### src/rtl/memory_packet_reader.sv
// Streams LEN consecutive memory words starting at BASE onto a valid/ready word stream.
// Optional trailing checksum word: define MEMORY_PACKET_READER_CHECKSUM_EN.
module memory_packet_reader #(
  parameter int MEMORY_BUS_WIDTH = 32,
  parameter int ADDR_WIDTH       = 16,
  parameter int LEN_WIDTH        = 16
) (
  input  logic                        clock,
  input  logic                        reset,
  input  logic                        start,
  input  logic [ADDR_WIDTH-1:0]       base_addr,
  input  logic [LEN_WIDTH-1:0]        length,
  output logic                        busy,
  output logic                        done,
  output logic                        mem_enable_out,
  output logic                        mem_wb_out,
  output logic [ADDR_WIDTH-1:0]       mem_addr_out,
  output logic [MEMORY_BUS_WIDTH-1:0] mem_data_out,
  input  logic [MEMORY_BUS_WIDTH-1:0] mem_data_in,
  output logic                        tx_valid,
  input  logic                        tx_ready,
  output logic [MEMORY_BUS_WIDTH-1:0] tx_data,
  output logic                        tx_last,
  output logic [2:0]                  dbg_state
);

  // Stream handshake: a word moves when tx_valid && tx_ready; while tx_valid is
  // high and tx_ready is low, tx_data/tx_last/tx_valid are held unchanged.

  typedef enum logic [2:0] {
    ST_IDLE   = 3'd0,
    ST_READ   = 3'd1,
    ST_CSUM   = 3'd2,
    ST_DRAIN  = 3'd3,
    ST_FINISH = 3'd4
  } state_t;

  state_t                      r_state;
  state_t                      w_next;
  logic [ADDR_WIDTH-1:0]       r_addr;
  logic [ADDR_WIDTH-1:0]       r_mem_addr;
  logic [LEN_WIDTH-1:0]        r_remain;
  logic                        r_tx_valid;
  logic                        r_tx_last;
  logic [MEMORY_BUS_WIDTH-1:0] r_tx_data;
  logic                        w_free;
  logic                        w_issue;
  logic                        w_issue_last;
  logic                        w_accept_start;
  logic                        w_load_csum;

  assign w_free         = !r_tx_valid || tx_ready;
  assign w_issue        = (r_state == ST_READ) && (r_remain != '0) && w_free;
  assign w_issue_last   = (r_remain == LEN_WIDTH'(1));
  assign w_accept_start = (r_state == ST_IDLE) && start;

`ifdef MEMORY_PACKET_READER_CHECKSUM_EN
  logic [MEMORY_BUS_WIDTH-1:0] r_sum;
  assign w_load_csum = (r_state == ST_CSUM) && w_free;
`else
  assign w_load_csum = 1'b0;
`endif

  always_ff @(posedge clock or negedge reset) begin
    if (!reset) r_state <= ST_IDLE;
    else        r_state <= w_next;
  end

  always_comb begin
    w_next = r_state;
    case (r_state)
      ST_IDLE: begin
        if (start) begin
          if (length != '0) w_next = ST_READ;
`ifdef MEMORY_PACKET_READER_CHECKSUM_EN
          else              w_next = ST_CSUM;
`else
          else              w_next = ST_FINISH;
`endif
        end
      end
      ST_READ: begin
        if (w_issue && w_issue_last) begin
`ifdef MEMORY_PACKET_READER_CHECKSUM_EN
          w_next = ST_CSUM;
`else
          w_next = ST_DRAIN;
`endif
        end
      end
      ST_CSUM:   if (w_load_csum) w_next = ST_DRAIN;
      ST_DRAIN:  if (r_tx_valid && tx_ready && r_tx_last) w_next = ST_FINISH;
      ST_FINISH: w_next = ST_IDLE;
      default:   w_next = ST_IDLE;
    endcase
  end

  always_comb begin
    busy           = (r_state == ST_READ) || (r_state == ST_CSUM) || (r_state == ST_DRAIN);
    done           = (r_state == ST_FINISH);
    mem_enable_out = w_issue;
    // Live address only while a read is issued; otherwise the last one used.
    mem_addr_out   = w_issue ? r_addr : r_mem_addr;
    mem_wb_out     = 1'b0;
    mem_data_out   = '0;
    tx_valid       = r_tx_valid;
    tx_last        = r_tx_last;
    tx_data        = r_tx_data;
    dbg_state      = r_state;
  end

  always_ff @(posedge clock or negedge reset) begin
    if (!reset) begin
      r_addr     <= '0;
      r_mem_addr <= '0;
      r_remain   <= '0;
      r_tx_valid <= 1'b0;
      r_tx_last  <= 1'b0;
      r_tx_data  <= '0;
`ifdef MEMORY_PACKET_READER_CHECKSUM_EN
      r_sum      <= '0;
`endif
    end else begin
      if (w_accept_start) begin
        r_addr   <= base_addr;
        r_remain <= length;
`ifdef MEMORY_PACKET_READER_CHECKSUM_EN
        r_sum    <= '0;
`endif
      end
      if (w_issue) begin
        r_addr     <= r_addr + ADDR_WIDTH'(1);
        r_remain   <= r_remain - LEN_WIDTH'(1);
        r_mem_addr <= r_addr;
`ifdef MEMORY_PACKET_READER_CHECKSUM_EN
        r_sum      <= r_sum + mem_data_in;
`endif
      end
      if (w_issue) begin
        r_tx_valid <= 1'b1;
        r_tx_data  <= mem_data_in;
`ifdef MEMORY_PACKET_READER_CHECKSUM_EN
        r_tx_last  <= 1'b0;
`else
        r_tx_last  <= w_issue_last;
`endif
      end else if (w_load_csum) begin
        r_tx_valid <= 1'b1;
        r_tx_last  <= 1'b1;
`ifdef MEMORY_PACKET_READER_CHECKSUM_EN
        r_tx_data  <= r_sum;
`endif
      end else if (r_tx_valid && tx_ready) begin
        r_tx_valid <= 1'b0;
        r_tx_last  <= 1'b0;
      end
    end
  end

endmodule

### config.mk
export PLATFORM = sky130hd
export DESIGN_NAME = memory_packet_reader
export DESIGN_NICKNAME = d
export VERILOG_FILES = /design/src/rtl/memory_packet_reader.sv
export SDC_FILE = /design/constraint.sdc
export NUM_CORES = 1
export LEC_CHECK = 0
export ABC_AREA = 1
export BUFFER_PORTS_ARGS = -buffer_cell sky130_fd_sc_hd__buf_2
export CAP_MARGIN = 40
export CORE_MARGIN = 4
export CORE_UTILIZATION = 55
export CTS_CLUSTER_SIZE = 10
export DETAILED_ROUTE_END_ITERATION = 10
export MAX_ROUTING_LAYER = met4
export PLACE_DENSITY = 0.86
export SLEW_MARGIN = 20
export SYNTH_ARGS = -nofsm -noshare
export SYNTH_HDL_FRONTEND = slang
export SYNTH_SLANG_ARGS = --single-unit
### constraint.sdc
create_clock -name clock -period 3.95 [get_ports clock]
set_input_delay 0.395 -clock clock [delete_from_list [all_inputs] [get_ports clock]]
set_output_delay 0.395 -clock clock [all_outputs]
set_load 0.005 [all_outputs]
### Word-level counts from Yosys, hierarchy flattened

Cells that the tools add are included.

| storage, ports and cells | value |
|---|---|
| bits in registers | 85 |
| latch bits | 0 |
| RAM bits | 0 |
| memory bits (read-only) | 0 |
| input bits | 68 |
| output and inout port bits | 89 |
| memories | 0 |

| operators by class | value |
|---|---|
| add/subtract/negate cells | 2 |
| multiply operators | 0 |
| div/mod/pow operators | 0 |
| $lt $le $gt $ge | 0 |
| equality and inequality tests | 8 |
| shift operators | 0 |
| muxes and demuxes | 13 |
| bitwise logic cells | 1 |
| reductions and logical operators | 16 |

Operators with widths:

| kind | number |
|---|---|
| two-way mux 16 bit | 5 |
| nonzero test 16 bit | 2 |
| adder 16 x 1 -> 16 bit (second input constant) | 1 |
| == test 16 x 1 -> 1 bit (second input constant) | 1 |
| subtractor 16 x 1 -> 16 bit (second input constant) | 1 |
| two-way mux 3 bit | 4 |
| case mux 3 bit (4 select lines) | 1 |
| == test 3 x 2 -> 1 bit (second input constant) | 2 |
| logical AND 1 bit | 6 |
| inequality test 2 bit (second input constant) | 3 |
| AND reduction 4 bit | 1 |
| nonzero test 2 bit | 2 |
| == test 3 x 1 -> 1 bit (second input constant) | 1 |
| == test 3 bit (second input constant) | 1 |
| zero test 3 bit | 1 |
| logical OR 1 bit | 3 |
| two-way mux 1 bit | 3 |
| zero test 1 bit | 1 |
| NOT 1 bit | 1 |

### Logic depth before layout (Yosys ltp)

Gate-level depths: netlist of run 1.

| logic depth | value |
|---|---|
| word-level depth | 6 |
| gate-level depth with buffers | 11 |
| depth with buffers taken out | 10 |

### Worst setup path before layout of run 1

OpenSTA, ideal clock, no wires.

| timing | value |
|---|---|
| path kind | register to output |
| start point | reg r_remain[0] |
| end point | out mem_addr_out[12] |
| data arrival time | 1543 ps |
| required time | 3555 ps |
| setup slack | 2012 ps |
| stages on the path, launching flop included | 10 |
| buffers on the path | 2 |
| cell sequence | dfrtp_1 -> inv_1 -> ha_1 -> nand2_2 -> nor2_4 -> nand2_2 -> nand3_2 -> buf_6 -> buf_2 -> o21ai_0 |

| between the ends | value |
|---|---|
| cells in the longest elaborated chain, start to end | 4 |

RTL lines:

| what | line | text |
|---|---|---|
| from (decl) | 42 | `logic [LEN_WIDTH-1:0] r_remain;` |
| from (signal assigned) | 126 | `r_remain <= length;` |
| from (signal assigned) | 133 | `r_remain <= r_remain - LEN_WIDTH'(1);` |
| nonzero test 16 bit | 53 | `assign w_issue = (r_state == ST_READ) && (r_remain != '0) && w_free;` |
| logical AND 1 bit (2 in series) | 53 |  |
| two-way mux 16 bit | 103 | `mem_addr_out = w_issue ? r_addr : r_mem_addr;` |
| to (decl) | 17 | `output logic [ADDR_WIDTH-1:0] mem_addr_out,` |

Every way passes these cells.

### Worst setup path in the final report of run 1

| timing | value |
|---|---|
| start point | reg r_remain[0] |
| end point | out mem_addr_out[0] |

The elaborated chain is that of the path after synthesis.

==> results of run 1 <==
how the worst max path moves through the flow:
stage / endpoint / startpoint / cells past startpoint
finish: mem_addr_out[0] / r_remain[0]$_DFFE_PN0P_ / 11
global route: mem_addr_out[0] / r_remain[0]$_DFFE_PN0P_ / 11
CTS: mem_addr_out[0] / r_remain[0]$_DFFE_PN0P_ / 11
detailed placement: mem_addr_out[0] / r_remain[0]$_DFFE_PN0P_ / 11
global placement: mem_addr_out[0] / r_remain[0]$_DFFE_PN0P_ / 11
floorplan: mem_addr_out[12] / r_remain[0]$_DFFE_PN0P_ / 9
critical path, cell delays in order (launching register included):
cell and delay [ps]:
dfrtp_1 420, inv_1 110, ha_1 210, nand2_2 120, nor2_4 190, nand2_2 90
nand3_2 70, buf_4 350, inv_2 220, nand2_1 140, o21a_1 150, buf_2 110
layer usage:
| metal | vias up | share of wire [%] | global-route usage [%] |
|---|---|---|---|
| met5 | - | 0 | - |
| met4 | 0 | 2.3 | 9.02 |
| met3 | 27 | 9.4 | 5.63 |
| met2 | 186 | 46 | 36.7 |
| met1 | 1932 | 42 | 30.0 |
| li1 | 2126 | - | - |
through the flow:
step                      worst slack, ps  power, mW  hold slack, ps  utilization (%)
after floorplan                      2010       2.91            99.4                -
after global placement               1540       3.39             457             62.6
after detailed placement             1410       3.49             380             63.0
after CTS                             988       4.14             213             65.6
after global routing                  792       4.52             218             65.6
final                                1010       4.13             224             65.6
flip-flops by register name (all words and copies together), names as in the netlist:
name	cells
r_remain	16
dbg_state	3
tx_last	1
tx_valid	1
r_addr	16
tx_data	32
r_mem_addr	16
area by class of cell:
type,instances,area share [%]
Tap cell,105,2.42
Sequential cell,85,39.3
Clock buffer,10,2.54
Clock inverter,6,1.32
Timing Repair Buffer,128,12.5
Multi-Input combinational cell,476,38.3
Inverter,52,3.65
kinds of logic after synthesis:
logic type | count (synthesis) | synth area share (%)
other | 1 | 0.0800
AND/OR/NAND/NOR | 378 | 33.1
buffers and inverters | 106 | 12.9
flip-flops | 85 | 45.4
XOR/XNOR | 12 | 2.24
AO/OA/AOI/OAI | 50 | 5.53
adder cells (fa/ha/maj) | 3 | 0.801
placed cells by master (no fill, tap or decap), types with 2 or more instances in the layout:
cell      Yosys  final
ha_1          3      3
nor2_1       38     38
nand3b_1      3      3
buf_4        38      4
clkbuf_8      0     10
nand2_1     277    277
nand3_1      37     37
or2_2         2      2
clkinv_4      0      2
buf_2         7    122
nor2_2        3      3
inv_2         2      2
o21ai_0      40     40
nand4_1       5      5
and2_1        2      2
inv_1        49     49
nand2_2       3      3
nor3_1        4      4
conb_1        1     33
xor2_1       11     11
dfrtp_1      85     85
o21ai_1       7      7
power groups by stage:
stage	registers [mW]	logic [mW]	clock network, mW
floorplan	1.58	1.33	0
CTS	1.60	1.90	0.650
global placement	1.59	1.80	0
finish	1.61	1.89	0.633
detailed placement	1.61	1.88	0
global route	1.66	2.17	0.684
==> summary.md, run 1 <==
| Metric | Value |
|---|---|
| Status | completed |
| Site Rows | 33 |
| Initial drt markers | 258 |
| Flop2flop setup slack | 1440 ps |
| Avg Vias per Cell | between 4 and 5 |
| ANT cells | 0 |
| Core area | 8260 sq um |
| Post-CTS Setup Inserts | 0 |
| Final nets | approximately 820 |
| Dpl hpwl | 8260 um |
| Initial antenna violation count | 0 |
| Slew headroom | 57.9% |
| Crit path DAT | 2540 ps |
| Setup total negative slack | 0 ps |
| FILL cells | 701 |
| Reg2reg start | r_remain[0]$_DFFE_PN0P_ |
| Final hold violations | 0 |
| Post-CTS resize count | 0 |
| Reg2reg end | r_remain[0]$_DFFE_PN0P_ |
| CP Launch Type | flip-flop |
| Area after DPL | 5200 sq um |
| DR DRC count | 0 |
| YS warnings | 0 |
| Syn Area/Cell | 7.38 sq um |
| Register area share after synthesis | 45.4% |
| Tot GR Track Use | 23.6% |
| Final Cycle Share | 74.4% |
| Root Driver | clkbuf_8 |
| Setup Skew | 10.2 ps |
| Comb pwr share | 45.7% |
| CP endpoint kind | output port |
| Max Cap Viol | 0 |
| Die height | 100 um |
| Ys flop type | dfrtp_1 |
| Synth async-reset ratio | 100% |
| Seq pwr share | 38.9% |
| Clock Sinks | 85 |
| Worst VDD drop | 0.356 mV |
| Minimum clock period | 2940 ps |
| Area contributors post-synth | dfrtp_1 45%, nand2_1 22%, buf_4 6.1%, o21ai_0 4.3%, nand3_1 4.0% |
| CTS tree | built |
| Critical Setup Path Class | reg -> out |
| WL/cell | between 10 and 15 um |
| Sw frac | 44.0% |
| R2R cell count | 11 |
| Cell count after placement | 845 |
| Die X | approximately 100 um |
| P_leak | 3.11 nW |
| Syn Inst Count | ~640 |
| Layout cells sized above 1 | a little over a fifth |
| FF/Latch Area | 2130 sq um |
| Hold_buf cts | 1 |
| Via count | 4,271 |
| Worst Path Required | approximately 3600 ps |
| Pin count of the biggest net entering global routing | between 50 and 60 |
| Hold EP | tx_data[19]$_DFFE_PN0N_ |
| Maximum clock path buffer count | 2 |
| CTS buffer count | 9 |
| Worst-Margin Slew | 631 ps |
| Switch Pwr | 1.82 mW |
| Die area | 10,100 sq um |
| DR pass1 iterations | 5 |
| RSZ-0062 raised after global routing | no |
| Register bit total from synthesis | 85 |
| Yosys cell types | 31 |
| Vias in the first global route | 4,113 |
| Hold Crit Start | mem_data_in[19] |
| WHS Path Cells | 3 |
| FMAX | about 0.34 GHz |
| Clk_lat worst skew | 360 ps |
| Internal power | 2.31 mW |
| Top-count cell post-synth | nand2_1 |
| EDFF count, synth | 0 |
| H-tree Lvls | 3 |
| Initial Util | a little under three fifths |
| Hold crit path type | in -> reg |
| Clock Pin Slew Worst Setup and Hold Paths | 90 ps |
| Final setup fails | 0 |
| Max FO, Critical Path | 40 |
| Pwr dens | 762 nW/um^2 |
| Finished Layout Cells | 862 |
| Slew Limit Fails | 0 |
| Synth cell count leaders | 277 x nand2_1, 85 x dfrtp_1, 49 x inv_1 |
| Total grt overflow | 0 |
| Area growth syn-to-layout | 15.6% |
| WL final | 11,200 um |
| Synthesized area | 4690 sq um |
| Ports | 157 |
| Clk pwr share | roughly 15% |
| Final GP Congestion | 0.947 |
| Remaining antenna violation count | 0 |
| Port bufs | 123 |
| Yosys top cell area share | a little under half |
| Area leader, netlist | dfrtp_1 |
| Design area | 5420 sq um |
| Multi-input combinational cell area | 2070 sq um |
| First-pass GRT wire length | roughly 19,000 um |
(Power assumes the default switching activity.)
==> run 2: changes to the inputs <==
--- a/config.mk
+++ b/config.mk
@@ -9,11 +9,11 @@
 export BUFFER_PORTS_ARGS = -buffer_cell sky130_fd_sc_hd__buf_2
 export CAP_MARGIN = 40
 export CORE_MARGIN = 4
-export CORE_UTILIZATION = 55
+export CORE_UTILIZATION = 46
 export CTS_CLUSTER_SIZE = 10
 export DETAILED_ROUTE_END_ITERATION = 10
 export MAX_ROUTING_LAYER = met4
-export PLACE_DENSITY = 0.86
+export PLACE_DENSITY = 0.77
 export SLEW_MARGIN = 20
 export SYNTH_ARGS = -nofsm -noshare
 export SYNTH_HDL_FRONTEND = slang
==> constraint.sdc (replaced) <==
create_clock -name clock -period 2.7 [get_ports clock]
set_input_delay 0.27 -clock clock [delete_from_list [all_inputs] [get_ports clock]]
set_output_delay 0.27 -clock clock [all_outputs]
set_load 0.005 [all_outputs]
==> run 2 against run 1 <==
  * Worst hold slack worse by 110 ps
  * Utilization is 10 points lower
  * Sequential power rose by 47%
  * First-iteration DRC count grew 38%
  * Global-route usage fell by 3.9 points
  * Largest cell class unchanged
==> summary.md, run 2 (synthesis results as in run 1) <==
| Metric | Value |
|---|---|
| Area growth syn-to-layout | 17.1% |
| Reg2reg end | r_addr[13]$_DFFE_PN0P_ |
| Root Driver | clkbuf_8 |
| Final GP Congestion | 1.00 (+5.6%) |
| Internal power | 3.40 mW (+47%) |
| Max FFs per register | 32 (unchanged) |
| P_leak | 3.12 nW (+0.50%) |
| Die height | 109 um (+8.6%) |
| CP endpoint kind | output port |
| Maximum clock path buffer count | 2 (unchanged) |
| Flop2flop setup slack | 470 ps (-970 ps) |
| Total grt overflow | 0 (unchanged) |
| FMAX | 0.399 GHz |
| Critical Setup Path Class | reg -> out |
| Commonest non-fill, non-tap cells in the layout | 277 x nand2_1, 122 x buf_2, 85 x dfrtp_1 |
| Clock Pin Slew Worst Setup and Hold Paths | 90 ps (about the same) |
| Setup Skew | 13.0 ps (+2.72 ps) |
| Hold crit path type | in -> reg |
| Hold Crit Start | mem_data_in[29] |
| Initial antenna violation count | 0 (unchanged) |
| Area after DPL | 5270 sq um (+1.4%) |
| Multi-input combinational cell area | 2070 sq um (unchanged) |
| Initial Util | 47.5% (-9.2 points) |
| Cell Chain, Critical Path | inv_1 > ha_1 > nand2_2 > nor2_4 > nand2_2 > nand3_2 > inv_2 > buf_4 > buf_2 |
| Switch Pwr | 2.67 mW (+47%) |
| Max Cap Viol | 0 (unchanged) |
| Design area | 5490 sq um (+1.3%) |
| Worst Path Required | 2430 ps (-1130 ps) |
| Worst VDD drop | 0.520 mV (+46%) |
| Hold EP | tx_data[29]$_DFFE_PN0N_ |
| Core area | 9860 sq um (+19%) |
| Clk_lat worst skew | 350 ps (about the same) |
| R2R cell count | 11 (unchanged) |
| Status | completed |
| Commonest non-fill, non-tap cell in the layout | nand2_1 |
| Die X | 109 um (+8.6%) |
| CP dominant cell by count | nand2_2 |
| Layout cells sized above 1 | 21.3% (+0.39 points) |
| Clk pwr share | 14.9% (-0.4 points) |
| CP Launch Type | flip-flop |
| Comb pwr share | 46.3% (+0.6 points) |
| Setup total negative slack | 0 ps (unchanged) |
| ANT cells | 0 (unchanged) |
| Vias in the first global route | 4,009 (-2.5%) |
| Via count | 4,290 (+0.44%) |
| RSZ-0062 raised after global routing | no |
| Die area | 11,900 sq um (+18%) |
| Port bufs | 123 (unchanged) |
| WL/cell | 12.8 um (-0.98%) |
| First-pass GRT wire length | 18,100 um (-2.3%) |
| Tot GR Track Use | 19.6% (-3.9 points) |
| Dpl hpwl | 8680 um (+5.1%) |
| Pin count of the biggest net entering global routing | 57 (+5.6%) |
| CP peak stage delay | 400 ps (-20 ps) |
| Slowest CP cell | dfrtp_1 |
| Remaining antenna violation count | 0 (unchanged) |
| Final Cycle Share | 92.8% |
| Site Rows | 36 (+9.1%) |
| Clock Sinks | 85 (unchanged) |
| FF/Latch Area | 2130 sq um (unchanged) |
| Pwr dens | 1110 nW/um^2 (+45%) |
| FILL cells | 930 (+33%) |
| Seq pwr share | 38.8% (about the same) |
| DR DRC count | 0 (unchanged) |
| Initial drt markers | 356 (+38%) |
| Final nets | 828 (+0.61%) |
| Sw frac | 44.0% (-0.050 points) |
| CTS tree | built |
| Ports | 157 (unchanged) |
| Final hold slack | 110 ps (-114 ps) |
| WHS Path Cells | 3 (unchanged) |
| Final hold violations | 0 (unchanged) |
| CTS buffer count | 9 (unchanged) |
| Cell count after placement | 878 (+3.9%) |
| WL final | 11,500 um (+2.8%) |
| H-tree Lvls | 3 (unchanged) |
| DR pass1 iterations | 5 (unchanged) |
| Reg2reg start | r_remain[0]$_DFFE_PN0P_ |
| Max FO, Critical Path | 26 (-35%) |
| Avg Vias per Cell | 4.79 (-3.3%) |
| Final setup fails | 0 (unchanged) |
| Minimum clock period | 2500 ps |
| Slew Limit Fails | 0 (unchanged) |
| Finished Layout Cells | 895 (+3.8%) |
| Crit path DAT | 2230 ps (-310 ps) |
-- run 2: how the worst max path moves through the flow --
stage	from	to	slack [ps]	depth (start not counted)
floorplan	r_remain[0]$_DFFE_PN0P_	mem_addr_out[12]	890	9
CTS	r_remain[0]$_DFFE_PN0P_	mem_addr_out[4]	110	10
global route	r_remain[0]$_DFFE_PN0P_	mem_addr_out[14]	9	9
finish	r_remain[0]$_DFFE_PN0P_	mem_enable_out	200	9
detailed placement	r_remain[0]$_DFFE_PN0P_	mem_addr_out[4]	500	10
global placement	r_remain[0]$_DFFE_PN0P_	mem_addr_out[4]	560	10
-- run 2: metal layers --
metal / track usage [%] / part of all wire (%) / vias up
met5: - / 0 / -
li1: - / - / 2143
met1: 25.7 / 45 / 1951
met3: 3.85 / 7.7 / 22
met4: 5.14 / 1.6 / 0
met2: 31.4 / 46 / 174
-- run 2: through the flow --
step / utilization [%] / power [mW] / setup WS (ps)
6_report: 55.6 / 6.07 / 196
3_5_place_dp: 53.4 / 5.17 / 500
5_1_grt: 55.6 / 6.65 / 8.59
2_1_floorplan: - / 4.25 / 887
3_3_place_gp: 53.2 / 5.05 / 561
4_1_cts: 55.6 / 6.08 / 108
-- run 2: cell type report --
type                    count  share of cell area (%)
clock buffers              10                    2.33
clock inverters             6                    1.30
inverters                  52                    3.60
multi-input cells         476                    37.8
flip-flops and latches     85                    38.8
well taps                 133                    3.03
repair buffers            133                    13.2
-- run 2: timing repair --
action                                  CTS  global route
buffers inserted                          0             0
endpoints found under the hold margin    29             0
resized for setup                         0             2
endpoints found under the setup margin    0             7
hold buffers                              1             0
-- run 2: power by group through the flow --
stage,clock [mW],combinational [mW],sequential [mW]
floorplan,0,1.95,2.31
global placement,0,2.71,2.34
detailed placement,0,2.80,2.36
CTS,0.922,2.82,2.34
global route,0.978,3.24,2.43
finish,0.905,2.81,2.36
-- run 2: worst max-delay path: cells and delay by family, from the launching register on --
| family | cells | cell delay [ps] |
|---|---|---|
| flip-flops | 1 | 400 |
| buffers and inverters | 4 | 810 |
| AND/OR/NAND/NOR | 4 | 420 |
| adder cells (fa/ha/maj) | 1 | 230 |
==> run 3: changes to the inputs <==
--- a/config.mk
+++ b/config.mk
@@ -5,15 +5,15 @@
 export SDC_FILE = /design/constraint.sdc
 export NUM_CORES = 1
 export LEC_CHECK = 0
-export ABC_AREA = 1
 export BUFFER_PORTS_ARGS = -buffer_cell sky130_fd_sc_hd__buf_2
 export CAP_MARGIN = 40
 export CORE_MARGIN = 4
-export CORE_UTILIZATION = 46
+export CORE_UTILIZATION = 45
 export CTS_CLUSTER_SIZE = 10
 export DETAILED_ROUTE_END_ITERATION = 10
 export MAX_ROUTING_LAYER = met4
-export PLACE_DENSITY = 0.77
+export PLACE_DENSITY = 0.76
+export SKIP_LAST_GASP = 1
 export SLEW_MARGIN = 20
 export SYNTH_ARGS = -nofsm -noshare
 export SYNTH_HDL_FRONTEND = slang
==> constraint.sdc (replaced) <==
create_clock -name clock -period 2.7 [get_ports clock]
set_input_delay 0.27 -clock clock [delete_from_list [all_inputs] [get_ports clock]]
set_output_delay 0.27 -clock clock [all_outputs]
set_load 0.05 [all_outputs]
==> run 3 against run 2 <==
  * Flip-flop and latch count unchanged
  * Combinational power decreased by 65%
  * Critical path type unchanged
  * Highest routed layer unchanged
  * Synthesized area down 6.3%
  * Routed wire length is 1.3% higher
==> summary.md, run 3 <==
| Metric | Value |
|---|---|
| Final Cycle Share | 95.3% (+2.5 points) |
| Final hold violations | 0 (unchanged) |
| Initial Util | 46.8% (-0.65 points) |
| Register bit total from synthesis | 85 (unchanged) |
| Ys flop type | dfrtp_1 |
| CTS buffer count | 9 (unchanged) |
| Sw frac | 39.8% (-4.1 points) |
| Max FO, Critical Path | 10 (-62%) |
| Worst-Margin Slew | 673 ps |
| CTS tree | built |
| Avg Vias per Cell | 5.26 (+9.8%) |
| Synth async-reset ratio | 100% (unchanged) |
| EDFF count, synth | 0 (unchanged) |
| Crit path DAT | 2300 ps (+70 ps) |
| Die height | 107 um (-2.0%) |
| Commonest non-fill, non-tap cells in the layout | 179 x nand2_1, 120 x buf_2, 85 x dfrtp_1 |
| Core area | 9370 sq um (-5.0%) |
| Syn Area/Cell | 8.94 sq um (+21%) |
| Synth cell count leaders | 179 x nand2_1, 85 x dfrtp_1, 36 x buf_4 |
| Ports | 157 (unchanged) |
| Status | completed |
| CP endpoint kind | output port |
| Finished Layout Cells | 752 (-16%) |
| Switch Pwr | 1.39 mW (-48%) |
| Clk_lat worst skew | 360 ps (about the same) |
| Critical Setup Path Class | reg -> out |
| Dpl hpwl | 8430 um (-2.8%) |
| Initial drt markers | 305 (-14%) |
| Layout cells sized above 1 | 28.3% (+7.0 points) |
| Syn Inst Count | 491 (-23%) |
| First-pass GRT wire length | 18,500 um (+2.2%) |
| P_leak | 2.65 nW (-15%) |
| Clock Sinks | 85 (unchanged) |
| WL/cell | 15.5 um (+21%) |
| Design area | 5280 sq um (-3.7%) |
| DR pass1 iterations | 5 (unchanged) |
| Setup Skew | 13.6 ps (+0.610 ps) |
| Internal power | 2.11 mW (-38%) |
| Worst Path Required | 2430 ps (about the same) |
| Area leader, netlist | dfrtp_1 |
| Area growth syn-to-layout | 20.3% |
| Pin count of the biggest net entering global routing | 54 (-5.3%) |
| FMAX | 0.389 GHz (-2.6%) |
| Via count | 3,959 (-7.7%) |
| Final setup fails | 0 (unchanged) |
| Remaining antenna violation count | 0 (unchanged) |
| Area after DPL | 5010 sq um (-5.0%) |
| Top-count cell post-synth | nand2_1 |
| Final GP Congestion | 0.877 (-12%) |
| CP Launch Type | flip-flop |
| Worst VDD drop | 0.296 mV (-43%) |
| Yosys top cell area share | 48.4% (+3.1 points) |
| Slew Limit Fails | 0 (unchanged) |
| Die area | 11,400 sq um (-3.9%) |
| Seq pwr share | 47.4% (+8.6 points) |
| Pwr dens | 663 nW/um^2 (-40%) |
| Maximum clock path buffer count | 2 (unchanged) |
| Slew headroom | between 50% and 60% |
| Total grt overflow | 0 (unchanged) |
| Synthesized area | 4390 sq um (-6.3%) |
| Cell count after placement | 732 (-17%) |
| H-tree Lvls | 3 (unchanged) |
| Initial antenna violation count | 1 (+1) |
| Root Driver | clkbuf_8 |
| Commonest non-fill, non-tap cell in the layout | nand2_1 |
| YS warnings | 0 (unchanged) |
| Site Rows | 35 (-2.8%) |
| Hold crit path type | in -> reg |
| Final nets | 688 (-17%) |
| Tot GR Track Use | 20.7% (+1.1 points) |
| Max FFs per register | 32 (unchanged) |
| Area contributors post-synth | dfrtp_1 48%, nand2_1 15%, buf_4 6.2%, a21oi_1 1.8%, o311ai_0 1.8% |
| WL final | 11,600 um (+1.3%) |
| Max Cap Viol | 0 (unchanged) |
| Port bufs | 123 (unchanged) |
| DR DRC count | 0 (unchanged) |
| RSZ-0062 raised after global routing | no |
| Comb pwr share | 28.3% (-18 points) |
| Die X | 107 um (-2.0%) |
| Final Util | 56.4% (+0.75 points) |
| Register area share after synthesis | 48.4% (+3.1 points) |
| Clock Pin Slew Worst Setup and Hold Paths | 90 ps (about the same) |
| Yosys cell types | 56 (+81%) |
| Minimum clock period | 2570 ps (+67.8 ps) |
| Vias in the first global route | 3,861 (-3.7%) |
| Clk pwr share | 24.3% (+9.4 points) |
run 3: repair_timing:
action,in CTS,in global routing
setup endpoints to repair,17,17
hold buffers,1,0
setup buffers,0,1
gates resized for setup,4,7
pin swaps,0,1
gates cloned,0,1
endpoints found under the hold margin,52,0
run 3: path summary, 6_finish.rpt:
path / start / to / slack (ps) / depth (start not counted)
hold / removal: mem_data_in[28] / tx_data[28]$_DFFE_PN0N_ / 90 / 3
min in group asynchronous: reset / r_remain[6]$_DFFE_PN0P_ / 480 / 2
max in group asynchronous: reset / tx_data[7]$_DFFE_PN0N_ / 1590 / 3
setup / recovery: r_remain[4]$_DFFE_PN0P_ / mem_addr_out[12] / 130 / 6
setup reg to reg: r_remain[4]$_DFFE_PN0P_ / r_addr[3]$_DFFE_PN0P_ / 240 / 7
hold reg to reg: tx_data[26]$_DFFE_PN0N_ / tx_data[26]$_DFFE_PN0N_ / 480 / 2
run 3: stage by stage:
step                TNS [ps]  setup slack, ps  total power, mW  hold slack (ps)
floorplan              -1450             -252             2.38            -25.6
global placement           0              306             2.59              452
detailed placement         0              139             2.63              356
CTS                        0             8.19             3.48             81.5
global route               0             20.3             3.68             75.0
finish                     0              128             3.50             90.5
run 3: worst max-delay path, cell delays in order (launching register included):
cell	delay [ps]
dfrtp_1	470
nor4_2	500
nand4_4	250
nand2_8	170
buf_4	190
o21ai_0	130
buf_4	220
run 3: logic make-up (layout without fill, tap and decap cells):
kind of cell | after synthesis | after routing | share of synthesized area [%]
other | 1 | 34 | 0.0854
DFF | 85 | 85 | 48.4
AOI/OAI and AO/OA | 71 | 71 | 11.7
and+or+nand+nor | 267 | 268 | 29.2
adders and majority gates | 3 | 3 | 0.855
buffers and inverters | 64 | 162 | 9.63
run 3: final cells by class:
| type | count | area [sq um] |
|---|---|---|
| Inverter | 9 | 41.3 |
| Fill cell | 877 | 4090 |
| Sequential cell | 85 | 2130 |
| Antenna cell | 1 | 2.50 |
| Multi-Input combinational cell | 375 | 2010 |
| Clock buffer | 10 | 138 |
| Clock inverter | 6 | 47.5 |
| Tap cell | 129 | 161 |
| Timing Repair Buffer | 137 | 756 |
run 3: power by group through the flow:
stage | Combinational, mW | Clock [mW] | Sequential [mW]
finish | 0.989 | 0.852 | 1.66
global route | 1.07 | 0.923 | 1.69
CTS | 0.973 | 0.864 | 1.64
detailed placement | 0.967 | 0 | 1.66
global placement | 0.937 | 0 | 1.65
floorplan | 0.607 | 0 | 1.77
run 3: routing by layer:
metal / global-route usage [%] / share of wire, %
met1: 26.7 / 42
met2: 32.6 / 48
met3: 3.73 / 7.8
met4: 8.31 / 2.2
met5: - / 0
